File: src/rtl/mouse_pos_ctl.sv
// Clamps mouse coordinates to the cursor-safe area and transfers them at vertical blank start.
// Define MOUSE_POS_FILTER_EN to average each new position with the previous output.
module mouse_pos_ctl #(
   parameter int H_RES = 800,
   parameter int V_RES = 600,
   parameter int CUR_W = 16,
   parameter int CUR_H = 16
) (
   input  logic        clk,
   input  logic        rst,
   input  logic        vblnk,
   input  logic        mouse_valid,
   input  logic [11:0] xpos_in,
   input  logic [11:0] ypos_in,
   input  logic        left_in,
   output logic [11:0] xpos,
   output logic [11:0] ypos,
   output logic        pos_changed,
   output logic        left_click
);

   localparam logic [11:0] X_MAX = 12'(H_RES - CUR_W);
   localparam logic [11:0] Y_MAX = 12'(V_RES - CUR_H);

   typedef enum logic [1:0] {IDLE, PEND, UPDATE} state_t;

   state_t      state, state_next;
   logic [11:0] shadow_x, shadow_y;
   logic [11:0] new_x, new_y;
   logic        left_seen, left_d, vblnk_d;
   logic        vblnk_rise, left_rise;

   assign vblnk_rise = vblnk & ~vblnk_d;
   assign left_rise  = mouse_valid & left_in & ~left_d;

   // A fresh sample takes priority in IDLE; a click-only frame still needs an UPDATE
   always_comb begin
      state_next = state;
      case (state)
         IDLE: begin
            if (mouse_valid)
               state_next = PEND;
            else if (vblnk_rise && left_seen)
               state_next = UPDATE;
         end
         PEND: begin
            if (vblnk_rise)
               state_next = UPDATE;
         end
         UPDATE: state_next = mouse_valid ? PEND : IDLE;
         default: state_next = IDLE;
      endcase
   end

`ifdef MOUSE_POS_FILTER_EN
   logic [12:0] sum_x, sum_y;

   always_comb begin
      sum_x = {1'b0, xpos} + {1'b0, shadow_x} + 13'd1;
      sum_y = {1'b0, ypos} + {1'b0, shadow_y} + 13'd1;
      new_x = sum_x[12:1];
      new_y = sum_y[12:1];
   end
`else
   always_comb begin
      new_x = shadow_x;
      new_y = shadow_y;
   end
`endif

   always_ff @(posedge clk) begin
      if (!rst) begin
         state       <= IDLE;
         xpos        <= '0;
         ypos        <= '0;
         pos_changed <= 1'b0;
         left_click  <= 1'b0;
         shadow_x    <= '0;
         shadow_y    <= '0;
         left_seen   <= 1'b0;
         left_d      <= 1'b0;
         vblnk_d     <= 1'b0;
      end else begin
         state       <= state_next;
         vblnk_d     <= vblnk;
         pos_changed <= 1'b0;
         left_click  <= 1'b0;
         if (mouse_valid) begin
            shadow_x <= (xpos_in > X_MAX) ? X_MAX : xpos_in;
            shadow_y <= (ypos_in > Y_MAX) ? Y_MAX : ypos_in;
            left_d   <= left_in;
         end
         // The shadow read here is the pre-edge value, so a sample arriving in UPDATE waits a frame
         if (state == UPDATE) begin
            xpos        <= new_x;
            ypos        <= new_y;
            pos_changed <= (new_x != xpos) || (new_y != ypos);
            left_click  <= left_seen | left_rise;
            left_seen   <= 1'b0;
         end else if (left_rise) begin
            left_seen <= 1'b1;
         end
      end
   end

endmodule

File: config.mk
export PLATFORM = sky130hd
export DESIGN_NAME = mouse_pos_ctl
export DESIGN_NICKNAME = d
export VERILOG_FILES = /design/src/rtl/mouse_pos_ctl.sv
export SDC_FILE = /design/constraint.sdc
export NUM_CORES = 1
export LEC_CHECK = 0
export ABC_CLOCK_PERIOD_IN_PS = 1500
export CORE_MARGIN = 4
export CORE_UTILIZATION = 43
export CTS_BUF_LIST = sky130_fd_sc_hd__clkbuf_16
export CTS_CLUSTER_SIZE = 24
export DETAILED_ROUTE_END_ITERATION = 12
export PLACE_DENSITY_LB_ADDON = 0.08
export RECOVER_POWER = 50
export SLEW_MARGIN = 20
export SYNTH_ARGS = -nofsm -noshare
export SYNTH_HDL_FRONTEND = slang
export SYNTH_SLANG_ARGS = --single-unit
File: constraint.sdc
create_clock -name clk -period 1.5 [get_ports clk]
set_input_delay 0.375 -clock clk [delete_from_list [all_inputs] [get_ports clk]]
set_output_delay 0.375 -clock clk [all_outputs]
set_load 0.02 [all_outputs]
* Word-level counts from Yosys, hierarchy flattened
Cells that the tools add are included.
Cells by class: magnitude comparators 2, equality and inequality tests 6, muxes and demuxes 7, bitwise gates (word level) 7, reduce and logical (&&, ||, !) cells 6
Operators by type and width (count):
- > comparator 12 x 10 -> 1 bit, second input constant | 2
- two-way mux 12 bit | 2
- != test 12 bit | 2
- two-way mux 2 bit | 3
- one-hot mux 2 bit (3 select lines) | 1
- AND reduction 2 bit | 2
- AND 1 bit | 3
- != test 3 bit, second input constant | 1
- inverter 1 bit | 3
- equality test 2 x 1 -> 1 bit, second input constant | 1
- equality test 2 bit, second input constant | 1
- zero test 2 bit | 1
- != test 2 bit, second input constant | 1
- OR reduction 2 bit | 1
- logical AND 1 bit | 1
- logical OR 1 bit | 1
- two-way mux 1 bit | 1
- OR 1 bit | 1
Word-level totals: register bits 55, input port bits 29, output and inout bits 26, word-level logic and storage cells 38

* Logic depth before layout (Yosys ltp)
depth in word-level cells 6, depth in mapped cells 5, depth with buffers taken out 4

* Worst setup path before layout
Ideal clock, no wire load.
path kind input to register, start point input port ypos_in[10], end point register shadow_y[1] (netlist: new_y[1]), setup time 0.117 ns, arrival time 1.297 ns, required time 1.383 ns, path slack 0.086 ns, stages on the path 4, path buffers 0, path through nor4_2 > nor4b_4 > a21oi_2 > a32o_1
On the way: word-level cells in the longest chain between the ends 2
RTL lines:
- start: declaration | RTL line 14 | input logic [11:0] ypos_in,
- > comparator 12 x 10 -> 1 bit | RTL line 90 | shadow_y <= (ypos_in > Y_MAX) ? Y_MAX : ypos_in;
- two-way mux 12 bit | RTL line 90
- end signal: assignment | RTL line 90
- end: declaration | RTL line 28 | logic [11:0] shadow_x, shadow_y;
Every way passes these cells. A chain may end at the register's enable or synchronous reset.

* Final worst setup path
start point input port ypos_in[0], end point register shadow_y[2] (netlist: new_y[2])
Same word-level chain as after synthesis.

==> key figures <==
Placement
  • Hpwl dp: around 3800 microns
  • Pre-CTS setup slack: -0.507 ns
  • Port Buf Inserts: 54
  • DP Area: 2980 sq um
  • RePlAce Congestion: 0.770

Layout
  • Fill count: 401
  • Layout cell share with drive strength beyond 1: 20.5%
  • Final Util: 66.4%
  • Area Overhead vs Synth: 49.0%
  • Design Area, Final: ~3100 sq um
  • N_diodes: 0
  • Nets: approximately 310

Yosys
  • Post-synthesis instance area: 2100 sq um
  • Synth area leaders: dfxtp_1, a22o_1, xor2_1
  • Most frequent cell after synthesis: dfxtp_1
  • Mean Syn Cell Area: 10.9 sq um
  • Post-synthesis cell count: 193
  • Largest family of logic cells by synthesized area: compound AO/OA/AOI/OAI gates
  • Share of the synthesized area in the top cell type: 52.3%
  • Number of synthesized register bits: 55
  • Mux cell area share after synthesis: 0.951%
  • Post-synth ARST share: 0%
  • Main flop type after synthesis: dfxtp_1
  • YS warnings: 0
  • Xor/xnor cell area share of the yosys netlist: around 10%
  • Most frequent cells after synthesis: dfxtp_1, a22o_1, xor2_1
  • Leading area contributor after synthesis: dfxtp_1
  • Compound-Gate Fraction of Synth Area: 21.4%
  • Synth Area in Simple Gates: 12.3%
  • Post-synthesis adder-cell area fraction: 0%
  • Yosys cell types: 34
  • Syn_nets: 222
  • Part of the Yosys area used for sequential elements: 52.3%
  • Post-synth EDFFs: 0

Timing
  • Max frequency: 695 MHz
  • Setup-failing EPs final: 0
  • Hold Worst Slack: approximately 0.44 ns
  • Final hold vios: 0
  • RSZ-0062 raised after global routing: no
  • Setup WS post-layout: 0.0603 ns
  • Final Max Tran Viols: 0
  • Worst rel slew slack: 64.3%
  • Post-route clock period utilization: 96.0%
  • Worst slew pin tran: between 0.5 and 0.6 ns
  • Fin crit period: 1.44 ns
  • Clock Skew: approximately 0.0065 ns

Floorplanning
  • FP Rows: 25
  • Die H: 78.0 microns
  • Ports: 55
  • Core box area: between 4000 and 5000 sq um
  • Die area: 6080 sq um
  • Initial Util: 44.6%
  • Die Wd: 78.0 microns

Pwr
  • Worst vdd ir: 0.629 mV
  • Tot Pwr: between 2 and 3 mW
  • PD cells: approximately 950 nW/um^2
  • Pleak: 1.49 nW

GRT
  • Vias in the first global route: 1759
  • Total grt overflow: 0
  • Largest net degree at the start of global routing: 26
  • Total track usage: 17.6%
  • First-pass GRT wire length: 8470 microns
  • Antenna violations before repair: 0

Clock tree
  • TritonCTS clock tree: built
  • Hold_buf cts: 0
  • CTS Sinks: 55
  • Clock transition at path regs: 0.07 ns
  • Worst-Skew Late Latency: just under 0.3 ns
  • CTS root buf: clkbuf_16
  • Clock buffer count from CTS: 5
  • Htree depth: 2
  • Clock buffer depth: 2

Routing
  • Routed Antenna Nets: 0
  • Routed vias/inst: 5.16
  • Initial DRC count: approximately 120
  • Final WL: 5240 microns
  • WL/cell: 15.0 microns
  • DRT Pass-1 Iters: 4
  • Drc violations: 0
  • Via count: 1807

Setup path
  • Arrival time worst endpoint: about 1.7 ns
  • CP delay by family, top: compound AO/OA/AOI/OAI gates
  • CP required: roughly 1.7 ns
  • CP peak stage delay: 0.43 ns
  • Slowest library cell on the worst path: or3_1
  • Crit path max fanout: 7
  • CP cell instances: clkdlybuf4s50_1 > or3_1 > a21oi_4 > a32o_1
  • Critical Path Source Type: primary input
  • Sum of buffers and inverters on the critical path: 1
  • Setup CP Type: primary input to flop
  • Critical Path Sink Type: flop

Status
  • Status: finished, final reports clean

Hold path
  • HP Class: flop to flop

Flow run
  • MaxCap Viol Count: 0
[routing by layer]
metal  global-route usage [%]  part of all wire, %  up-vias
li1                         -                    -      897
met5                        0                    0        -
met1                     22.6                   43      861
met2                     29.0                   51       41
met3                     3.94                  4.4        8
met4                     5.94                  1.5        0
[area by class of cell]
cell class | instances | area, sq um | area share, %
Sequential cell | 55 | 1100 | 35.1
Clock buffer | 5 | 125 | 3.99
Tap cell | 67 | 83.8 | 2.67
Inverter | 6 | 22.5 | 0.718
Timing Repair Buffer | 91 | 803 | 25.6
Clock inverter | 3 | 20.0 | 0.638
Multi-Input combinational cell | 123 | 980 | 31.2
[layout by cell type, fill, tap and decap left out, types with 3 or more instances in the layout]
cell type	count
inv_1	6
nor2_1	7
clkbuf_16	5
dlygate4sd2_1	34
a22o_1	31
xnor2_1	8
nor3_1	6
a32o_1	6
o21ai_0	7
xor2_1	16
clkdlybuf4s50_1	12
dfxtp_1	55
clkbuf_4	3
nand4_1	3
and3_1	4
clkbuf_2	3
dlymetal6s2s_1	4
a21oi_1	6
nor4_1	5
buf_4	30
[final timing paths]
path	start	endpoint	slack [ns]	cells past startpoint
worst max-delay path	ypos_in[0]	new_y[2]	0.06	4
worst min-delay path	vblnk_d	state[1]	0.44	1
worst max register to register	ypos[6]	pos_changed	0.13	4
worst min register to register	vblnk_d	state[1]	0.44	1
[report_power, final]
group,switching [mW],internal [mW]
combinational,0.145,0.171
sequential,0.0273,1.49
clock,0.510,0.619
total,0.683,2.28
[through the flow]
stage,setup TNS (ns),instances
4_1_cts,0,350
3_3_place_gp,-12.16,341
5_1_grt,0,350
3_5_place_dp,-12.76,341
6_report,0,350
2_1_floorplan,0,193
[cell families (layout without fill, tap and decap cells)]
family / count (synthesis) / after routing
flip-flops: 55 / 55
buffers and inverters: 15 / 105
AO/OA/AOI/OAI: 57 / 57
multiplexers: 2 / 2
AND/OR/NAND/NOR: 40 / 40
XOR/XNOR: 24 / 24
[sequential cells by signal (all words and copies together) (netlist names), 2 cells and up]
| register | count |
|---|---|
| new_y | 12 |
| state | 2 |
| ypos | 12 |
| new_x | 12 |
| xpos | 12 |
[what timing repair did]
action / 4_1_cts / 5_1_grt
hold endpoints to repair: 0 / 0
gates resized for setup: 45 / 12
pin swaps: 11 / 6
buffers inserted: 1 / 0
setup endpoints to repair: 42 / 14
Note: power is estimated with default switching activity, not from simulation.
